<file path="src/rtl/bp_lce_req_arbiter.sv">
// Round-robin merge of per-LCE request channels into one registered 2-entry
// output buffer; each entry carries its source index alongside the message.
module bp_lce_req_arbiter #(
    parameter int num_lce_p       = 2,
    parameter int lce_req_width_p = 128,
    localparam int src_width_lp   = (num_lce_p > 1) ? $clog2(num_lce_p) : 1
) (
    input  logic                                       clk_i,
    input  logic                                       reset_i,
    input  logic [num_lce_p-1:0][lce_req_width_p-1:0]  lce_req_i,
    input  logic [num_lce_p-1:0]                       lce_req_v_i,
    output logic [num_lce_p-1:0]                       lce_req_yumi_o,
    output logic [lce_req_width_p-1:0]                 lce_req_o,
    output logic [src_width_lp-1:0]                    lce_req_src_o,
    output logic                                       lce_req_v_o,
    input  logic                                       lce_req_ready_i
);

    localparam logic [src_width_lp-1:0] LastIdx = src_width_lp'(num_lce_p - 1);
    localparam logic [src_width_lp-1:0] OneIdx  = src_width_lp'(1);

    logic [1:0]                 count_q, count_d;
    logic                       head_q, head_d;
    logic [src_width_lp-1:0]    last_q, last_d;
    logic [lce_req_width_p-1:0] msg_q [2];
    logic [src_width_lp-1:0]    src_q [2];

    logic                       space, found, enq, deq, wr_ptr;
    logic [src_width_lp-1:0]    cand, win;

    // Search starts just after the last winner and wraps explicitly, so
    // non-power-of-two sizes never visit an index >= num_lce_p.
    always_comb begin
        cand  = last_q;
        win   = last_q;
        found = 1'b0;
        for (int i = 0; i < num_lce_p; i++) begin
            cand = (cand == LastIdx) ? '0 : cand + OneIdx;
            if (!found && lce_req_v_i[cand]) begin
                found = 1'b1;
                win   = cand;
            end
        end
    end

    // Space comes from registered count only, so ready_i never reaches yumi.
    assign space       = (count_q != 2'd2);
    assign lce_req_v_o = (count_q != 2'd0);
    assign deq         = lce_req_v_o & lce_req_ready_i;
    assign enq         = found & space & reset_i;
    assign wr_ptr      = head_q ^ count_q[0];

    always_comb begin
        lce_req_yumi_o = '0;
        if (enq) begin
            lce_req_yumi_o[win] = 1'b1;
        end
    end

    always_comb begin
        count_d = count_q;
        case ({enq, deq})
            2'b10:   count_d = count_q + 2'd1;
            2'b01:   count_d = count_q - 2'd1;
            default: count_d = count_q;
        endcase
        head_d = head_q ^ deq;
        last_d = enq ? win : last_q;
    end

    always_ff @(posedge clk_i or negedge reset_i) begin
        if (!reset_i) begin
            count_q <= 2'd0;
            head_q  <= 1'b0;
            last_q  <= LastIdx;
        end else begin
            count_q <= count_d;
            head_q  <= head_d;
            last_q  <= last_d;
        end
    end

    always_ff @(posedge clk_i) begin
        if (enq) begin
            msg_q[wr_ptr] <= lce_req_i[win];
            src_q[wr_ptr] <= win;
        end
    end

    assign lce_req_o     = lce_req_v_o ? msg_q[head_q] : '0;
    assign lce_req_src_o = lce_req_v_o ? src_q[head_q] : '0;

endmodule

</file>
<file path="config.mk">
export PLATFORM = sky130hd
export DESIGN_NAME = bp_lce_req_arbiter
export DESIGN_NICKNAME = d
export VERILOG_FILES = /design/src/rtl/bp_lce_req_arbiter.sv
export SDC_FILE = /design/constraint.sdc
export NUM_CORES = 1
export LEC_CHECK = 0
export CAP_MARGIN = 20
export CORE_ASPECT_RATIO = 0.6
export CORE_MARGIN = 2
export CORE_UTILIZATION = 60
export CTS_BUF_LIST = sky130_fd_sc_hd__clkbuf_4 sky130_fd_sc_hd__clkbuf_8
export DETAILED_ROUTE_END_ITERATION = 16
export DONT_BUFFER_PORTS = 1
export PLACE_DENSITY = 0.76
export SYNTH_ARGS = -nofsm -noshare
export SYNTH_HDL_FRONTEND = slang
export SYNTH_SLANG_ARGS = --single-unit
export TNS_END_PERCENT = 50
</file>
<file path="constraint.sdc">
create_clock -name clk_i -period 12.1 [get_ports clk_i]
set_input_delay 1.815 -clock clk_i [delete_from_list [all_inputs] [get_ports clk_i]]
set_output_delay 1.815 -clock clk_i [all_outputs]
set_load 0.01 [all_outputs]
</file>
=== Yosys cells after proc, flatten, opt, wreduce, memory -nomap -nowiden ===
Memory sizes are Yosys's and may differ from the RTL's.
Cells that the tools add are included.

* Bits in writable memories: 258
* Register bits after elaboration: 4
* Bits of input ports: 261
* Word-level logic and storage cells: 46
* Bits in latches: 0
* ROM bits: 0
* Memories kept: 2

* Multipliers: 0
* Mux-type cells: 20
* Magnitude comparators: 4
* Div/mod/pow operators: 0
* Equal/unequal tests: 3
* Bitwise operators: 5
* Add/sub/neg operators: 4
* Shift operators: 0
* Reductions and logical operators: 5

{| class="wikitable"
|+ Memory list
! memory !! words !! bits a word !! rd ports !! clocked after Yosys merged registers in !! write ports !! line !! source
|-
| msg_q || 2 || 128 || 1 || 0 || 1 || 25 || <nowiki>logic [lce_req_width_p-1:0] msg_q [2];</nowiki>
|-
| src_q || 2 || 1 || 1 || 0 || 1 || 26 || <nowiki>logic [src_width_lp-1:0] src_q [2];</nowiki>
|}

{| class="wikitable"
|+ Operators by type and width
! operator !! number
|-
| $mux W128 || 3
|-
| $mux W1 || 14
|-
| $lt A1 B2 Y1 const B || 3
|-
| $pmux W2 S2 || 1
|-
| $reduce_bool A2 Y1 || 2
|-
| $and A1 B1 Y1 || 3
|-
| $add A1 B1 Y1 const B || 2
|-
| $add A2 B1 Y2 const B || 1
|-
| $eq A2 B1 Y1 const B || 1
|-
| $eq A2 B2 Y1 const B || 1
|-
| $logic_and A1 B1 Y1 || 2
|-
| $mux W2 || 1
|-
| $ne A2 B2 Y1 const B || 1
|-
| $sub A2 B1 Y2 const B || 1
|-
| $xor A1 B1 Y1 || 2
|-
| $demux W1 S1 || 1
|-
| $ge A1 B1 Y1 const B || 1
|-
| $logic_not A1 Y1 || 1
|}

=== Longest topological paths before layout ===
Gate-level depths: netlist of the first run.

* Depth after elaboration: 13
* Mapped depth: 8

=== Worst setup path after synthesis of the first run ===
OpenSTA, ideal clock, no wires.

* Kind: input port to flip-flop
* Start: in lce_req_v_i[1]
* End: mem msg_q[0][0], enable pin
* Arrival time: 7302 ps
* Cell stages on the path: 2
* Setup time: 619 ps
* Path slack: 4178 ps
* Cells stage by stage: o21ai_0 > nor2_1

* Cells in the longest elaborated chain, start to end: 10
* Elaborated cells on any way between the ends: 12
* Classes of those cells: mux (8); bitwise (2); reduce/logical (2)

{| class="wikitable"
|+ RTL lines
! what !! line !! source
|-
| start, declared || 11 || <nowiki>input logic [num_lce_p-1:0] lce_req_v_i,</nowiki>
|-
| $mux W1 (not written as such) (2 in series) || 39 || <nowiki>if (!found && lce_req_v_i[cand]) begin</nowiki>
|-
| $mux W1 || 39 ||
|-
| $logic_not A1 Y1 || 39 ||
|-
| $logic_and A1 B1 Y1 || 39 ||
|-
| $mux W1 (*) || 39 ||
|-
| $and A1 B1 Y1 (*) (2 in series) || 50 || <nowiki>assign enq = found & space & reset_i;</nowiki>
|-
| $mux W1 (*) || 84 || <nowiki>if (enq) begin</nowiki>
|-
| $mux W1 (not written as such) (*) || 85 || <nowiki>msg_q[wr_ptr] <= lce_req_i[win];</nowiki>
|-
| end, declared || 25 ||
|}

Every way passes the cells marked *; elsewhere a longest branch is shown, timed or not. The select of a mux whose other input is x is not followed.

=== Worst setup path after layout of the first run ===
* Start: reg head_q
* End: out lce_req_o[64]

* Cells in the longest elaborated chain, start to end: 2

{| class="wikitable"
|+ RTL lines
! what !! line !! source
|-
| start, declared || 23 || <nowiki>logic head_q, head_d;</nowiki>
|-
| start signal, assigned || 74 || <nowiki>head_q <= 1'b0;</nowiki>
|-
| start signal, assigned || 78 || <nowiki>head_q <= head_d;</nowiki>
|-
| $mem_v2 Z2 W128 || -- ||
|-
| $mux W128 || 90 || <nowiki>assign lce_req_o = lce_req_v_o ? msg_q[head_q] : '0;</nowiki>
|-
| end, declared || 13 || <nowiki>output logic [lce_req_width_p-1:0] lce_req_o,</nowiki>
|}

Every way passes these cells.

==> impl_metrics.tcl, run 1 <==
set metrics [dict create \
    outcome "complete, no violations" \
    post-place-ws_ns 7.293 \
    final_nets 990 \
    switchingPower_uw 1155 \
    ir_worst_vdd_uv 138.8 \
    drive_gt1_frac 0.2732 \
    p_clk_frac 0.208 \
    critical_path_required_ns 10.28 \
    hp-class "flop to flop" \
    maxSlewViolCount 0 \
    grt_usage 0.2030 \
    setup_ws_ns 6.861 \
    area_growth_pct 7.119 \
    p_int_uw 2136 \
    clk_pin_slew_ns 0.07 \
    synth_enable_flop_cells 258 \
    crit_fanout 50 \
    vias 5800 \
    cts_max_level 2 \
    clock-root-buffer "clkbuf_8" \
    drt.antenna.violating_nets 0 \
    grt_first_pass_wirelength_microns 33290 \
    ios 393 \
    synth.ff_latch_count 262 \
    combPwrFrac 0.368 \
    rsz0062_at_grt "false" \
    gr-max-usage-layer "met2" \
    seqPwrFrac 0.423 \
    post-cts-setup-buffer-count 0 \
    vias_per_cell 5.648 \
    fmax_mhz 190.9 \
    synth.distinct_cells 26 \
    die_area_sq_mm 0.02128 \
    cts_resized 0 \
    numPortBuffers 0 \
    globalRouteMet3Util 0.05723 \
    crit_path_end_kind "primary output" \
    cp.arrival_ns 3.42 \
    synth_area_sq_mm 0.01206 \
    drtIter0Drc 345 \
    clock_sinks 262 \
    grt-ovfl-total 0 \
    p_leak_uw 0.004963 \
    cts_buffers 39 \
    yosys_warnings 0 \
    gp_congestion 0.7939 \
    final_cells 1027 \
    die-height_microns 113.8 \
    final.period_utilization 0.4330 \
    hold_viol 0 \
    max_slew.worst_pin.slew_ns 1.101 \
    synth_ff_type "edfxtp_1" \
    synth_top_area_frac 0.6426 \
    clockBufferDepth 3 \
    grt_pass1_vias 6043 \
    use_met2 0.3658 \
    synth_largest_area_cell "edfxtp_1" \
    synth_area_leaders "edfxtp_1 64%, mux2_4 14%, mux2i_1 11%" \
    core_sq_mm 0.01987 \
    fin_util 0.6500 \
    syn_inst 718 \
    drc 0 \
    hold_ws_ns 0.5925 \
    p_per_area_mw_per_mm2 254.9 \
    drtPass1Iterations 4 \
    ys_seq_area_frac 0.6510 \
    antenna_found_initial 0 \
    hpwl_microns 15120 \
    finalWirelength_microns 22750 \
    cts_tree "built" \
    crit_path_start_kind "flop" \
    dpl.cell_count 957 \
    diodes 0 \
    grt_use_met1 0.2435 \
    relSlewSlack 0.2658 \
    switching_share 0.3510 \
    fin_tns_setup_ns 0 \
    setup_viol 0 \
    syn_avg_cell_area_sq_um 16.79 \
    crit_type "flop to primary output" \
    syn-num-nets 980 \
    die_x_microns 187.0 \
    clock_latency_ns 0.49 \
    fillers 1403 \
    rows 40 \
    route.detailed.wl_per_inst_microns 22.15 \
    initial_core_util 0.6068 \
    period_minus_slack_ns 5.239 \
    grt_max_degree 85 \
    cap_viol_max_count 0 \
    postSynth.asyncResetShare 0.01527 \
    postCtsHoldBufs 0 \
    fin_skew_ns 0.01404 \
]
==> power groups by stage <==
| stage | combinational (uW) | clock (uW) | sequential (uW) |
|---|---|---|---|
| 2_1_floorplan | 1080 | 0 | 1400 |
| 5_1_grt | 1300 | 749 | 1410 |
| 6_report | 1210 | 686 | 1390 |
| 3_3_place_gp | 1180 | 0 | 1410 |
| 4_1_cts | 1220 | 707 | 1400 |
| 3_5_place_dp | 1220 | 0 | 1420 |
==> logic make-up after synthesis <==
family / count (synthesis) / share of synthesized area
AOI/OAI and AO/OA: 6 / 0.003009
xor gates and xnor gates: 4 / 0.002906
adders and majority gates: 1 / 0.001038
buffers and inverters: 46 / 0.03539
DFF: 262 / 0.6510
muxes: 258 / 0.2614
and+or+nand+nor: 141 / 0.04525
==> placed cells by master, fill, tap and decap left out <==
| cell | instances |
|---|---|
| a21oi_1 | 1 |
| a31oi_1 | 2 |
| and2_1 | 2 |
| and3_1 | 2 |
| buf_12 | 1 |
| buf_16 | 2 |
| buf_4 | 10 |
| bufinv_16 | 1 |
| clkbuf_4 | 9 |
| clkbuf_8 | 43 |
| clkinv_1 | 8 |
| clkinv_2 | 5 |
| clkinvlp_4 | 1 |
| dfrtp_1 | 2 |
| dfrtp_4 | 1 |
| dfstp_2 | 1 |
| edfxtp_1 | 258 |
| ha_1 | 1 |
| inv_1 | 2 |
| mux2_2 | 19 |
| mux2_4 | 109 |
| mux2i_1 | 130 |
| nand2_1 | 1 |
| nand2b_1 | 2 |
| nor2_1 | 130 |
| nor2_4 | 3 |
| nor3_1 | 1 |
| o21ai_0 | 2 |
| o21ai_4 | 1 |
| xnor2_1 | 2 |
| xor2_1 | 2 |
==> routing by layer <==
metal / share of wire / routed length (microns)
met1: 0.39 / 8873
met2: 0.53 / 12050
met3: 0.065 / 1484
met4: 0.015 / 337
met5: 0 / 0
==> final cells by class <==
cell class | count | area, sq um | area share
Clock inverter | 15 | 92.59 | 0.007169
Sequential cell | 262 | 7853 | 0.6080
Tap cell | 273 | 341.6 | 0.02645
Timing Repair Buffer | 13 | 150.1 | 0.01163
Inverter | 2 | 7.507 | 0.0005813
Clock buffer | 52 | 659.4 | 0.05106
Multi-Input combinational cell | 410 | 3811 | 0.2951
==> critical path: stages, from the launching register on <==
cell,delay [ns]
dfrtp_4,0.89
buf_4,0.70
buf_4,0.81
mux2i_1,0.21
nor2_1,0.28
==> flip-flops by register name, summed over array words and instances, names as in the netlist <==
name / count
msg_q: 256
count_q: 2
src_q: 2
head_q: 1
last_q: 1
==> Yosys cell counts (3+ instances only) <==
master / n
edfxtp_1: 258
nor2_1: 133
mux2i_1: 130
mux2_4: 109
buf_2: 21
mux2_2: 19
buf_12: 11
buf_4: 8
dfrtp_1: 3
==> path summary, 6_finish.rpt <==
path                                              from                     end  slack [ns]  cells past startpoint
worst max-delay path                  head_q$_DFF_PN0_           lce_req_o[64]        6.86                      4
min in group asynchronous                      reset_i  count_q[1]$_DFFE_PN0P_        1.01                      0
worst min register to register  count_q[1]$_DFFE_PN0P_  count_q[1]$_DFFE_PN0P_        0.59                      1
worst max register to register        head_q$_DFF_PN0_  msg_q[1][57]$_DFFE_PP_        8.13                      6
max in group asynchronous                      reset_i      last_q$_DFFE_PN1P_       10.92                      0
worst min-delay path            count_q[1]$_DFFE_PN0P_  count_q[1]$_DFFE_PN0P_        0.59                      1
==> stage by stage <==
stage	instance area, sq um	total power [uW]
2_1_floorplan	12060	2482
3_3_place_gp	12090	2582
3_5_place_dp	12090	2634
4_1_cts	12840	3324
5_1_grt	12910	3460
6_report	12910	3292
(Power assumes the default switching activity.)
==> run 2: changes to the inputs <==
--- a/config.mk
+++ b/config.mk
@@ -12,7 +12,7 @@
 export CTS_BUF_LIST = sky130_fd_sc_hd__clkbuf_4 sky130_fd_sc_hd__clkbuf_8
 export DETAILED_ROUTE_END_ITERATION = 16
 export DONT_BUFFER_PORTS = 1
-export PLACE_DENSITY = 0.76
+export PLACE_DENSITY = 0.79
 export SYNTH_ARGS = -nofsm -noshare
 export SYNTH_HDL_FRONTEND = slang
 export SYNTH_SLANG_ARGS = --single-unit
==> constraint.sdc (replaced) <==
create_clock -name clk_i -period 4.31 [get_ports clk_i]
set_input_delay 0.6465 -clock clk_i [delete_from_list [all_inputs] [get_ports clk_i]]
set_output_delay 0.6465 -clock clk_i [all_outputs]
set_load 0.01 [all_outputs]
==> run 2 against run 1 <==
  * Global-route usage up 0.23 points
  * Power grew to 2.8 times the previous value
  * Worst hold slack worse by 0.40 ns
  * Largest cell class unchanged
  * Sequential share of layout area rose by 0.34 points
  * Via count is 1.3% higher
  * Register-to-register slack got worse by 6.6 ns
==> impl_metrics.tcl, run 2 (synthesis gave the netlist of run 1 again) <==
set metrics [dict create \
    max_slew.worst_pin.slew_ns 1.064 \
    crit_fanout 55 \
    crit_path_max_incr_delay_ns 1.04 \
    drc 0 \
    setup_viol 0 \
    drtPass1Iterations 4 \
    p_leak_uw 0.004935 \
    vias_per_cell 5.724 \
    die_area_sq_mm 0.02128 \
    crit_path_start_kind "flop" \
    crit_type "flop to primary output" \
    clockBufferDepth 3 \
    cts_max_level 2 \
    cts_tree "built" \
    route.detailed.wl_per_inst_microns 22.63 \
    ir_worst_vdd_uv 442.7 \
    crit_path_end_kind "primary output" \
    cts_buffers 40 \
    p_clk_frac 0.207 \
    switching_share 0.3554 \
    fin_util 0.6463 \
    rsz0062_at_grt "false" \
    cts_resized 0 \
    grt_first_pass_wirelength_microns 33490 \
    core_sq_mm 0.01987 \
    area_growth_pct 6.517 \
    maxSlewViolCount 0 \
    largestRegisters "msg_q: 256 flops, count_q: 2 flops, src_q: 2 flops" \
    largest_register_ffs 256 \
    final_nets 989 \
    grt_max_degree 100 \
    hold_viol 0 \
    grt-ovfl-total 0 \
    combPwrFrac 0.361 \
    cp.arrival_ns 2.77 \
    antenna_found_initial 0 \
    switchingPower_uw 3258 \
    ios 393 \
    crit_chain "buf_4, mux2i_1, nor2_1" \
    rows 40 \
    cap_viol_max_count 0 \
    clock_sinks 262 \
    seqPwrFrac 0.432 \
    final_cell_mix "258 x edfxtp_1, 130 x mux2i_1, 130 x nor2_1" \
    fmax_mhz 292.5 \
    slowest_stage "dfrtp_4" \
    hold_ws_ns 0.1971 \
    post-cts-setup-buffer-count 0 \
    p_int_uw 5910 \
    critical_path_required_ns 3.66 \
    numPortBuffers 0 \
    hp-class "input pin to flop" \
    diodes 0 \
    clk_pin_slew_ns 0.06 \
    drtIter0Drc 385 \
    initial_core_util 0.6068 \
    drive_gt1_frac 0.2762 \
    gp_congestion 0.8394 \
    grt_usage 0.2053 \
    final.period_utilization 0.7933 \
    outcome "complete, no violations" \
    relSlewSlack 0.2910 \
    hpwl_microns 15430 \
    crit_family "flip-flops" \
    drt.antenna.violating_nets 0 \
    finalWirelength_microns 23220 \
    clock-root-buffer "clkbuf_8" \
    postCtsHoldBufs 1 \
    p_per_area_mw_per_mm2 713.9 \
    period_minus_slack_ns 3.419 \
    die-height_microns 113.8 \
    top_register "msg_q" \
    clock_latency_ns 0.52 \
    fin_skew_ns 0.009714 \
    final_common_cell "edfxtp_1" \
    critPathBufInv 1 \
    vias 5873 \
    die_x_microns 187.0 \
    grt_pass1_vias 5984 \
]
## run 2: cell count changes in the layout (fill, tap and decap cells not counted), sizes merged
cell	before	now
buf	13	10
clkbuf	52	54
bufinv	1	0
clkinv	13	12
clkinvlp	1	2
dlygate4sd3	0	1
## run 2: stage by stage
| step | power, uW | instances | setup TNS, ns | setup slack (ns) | cell area [sq um] |
|---|---|---|---|---|---|
| after floorplan | 6901 | 718 | -53.18 | -0.4123 | 12070 |
| after global routing | 9626 | 1026 | 0 | 0.7061 | 12840 |
| after CTS | 9279 | 1026 | 0 | 0.8095 | 12840 |
| after global placement | 7216 | 957 | 0 | 1.451 | 12100 |
| final | 9169 | 1026 | 0 | 0.8907 | 12840 |
| after detailed placement | 7368 | 957 | 0 | 1.384 | 12100 |
## run 2: area by class of cell
class / count / area [sq um]
flip-flops and latches: 262 / 7853
fillers: 1393 / 7027
multi-input cells: 410 / 3811
clock buffers: 54 / 661.9
well taps: 273 / 341.6
repair buffers: 11 / 97.59
clock inverters: 14 / 70.07
inverters: 2 / 7.507
## run 2: path summary, 6_finish.rpt
check / startpoint / endpoint / slack [ns] / cells past startpoint
min in group asynchronous: reset_i / head_q$_DFF_PN0_ / 0.42 / 1
hold / removal: lce_req_v_i[0] / last_q$_DFFE_PN1P_ / 0.20 / 1
hold reg to reg: count_q[1]$_DFFE_PN0P_ / count_q[1]$_DFFE_PN0P_ / 0.58 / 1
setup / recovery: head_q$_DFF_PN0_ / lce_req_o[125] / 0.89 / 3
max in group asynchronous: reset_i / last_q$_DFFE_PN1P_ / 3.64 / 1
setup reg to reg: count_q[0]$_DFFE_PN0P_ / msg_q[1][105]$_DFFE_PP_ / 1.51 / 4
## run 2: power groups by stage
stage               clock (uW)  combinational, uW  sequential (uW)
floorplan                    0               3050             3850
global route              2060               3550             4020
CTS                       1950               3360             3960
finish                    1900               3310             3960
detailed placement           0               3350             4010
global placement             0               3240             3980
## run 2: worst reg2reg max path, cell delays in order, from the launching register on
cell     delay, ns
dfrtp_1       0.47
nor2_4        0.67
mux2i_1       0.25
nor2_4        0.15
buf_4         0.78
## run 2: per-layer routing
layer	vias up	part of all wire	GRT usage
met3	31	0.068	0.05538
met2	252	0.53	0.3760
met1	2897	0.38	0.2389
met4	0	0.017	0.06243
li1	2693	-	-
met5	-	0	0
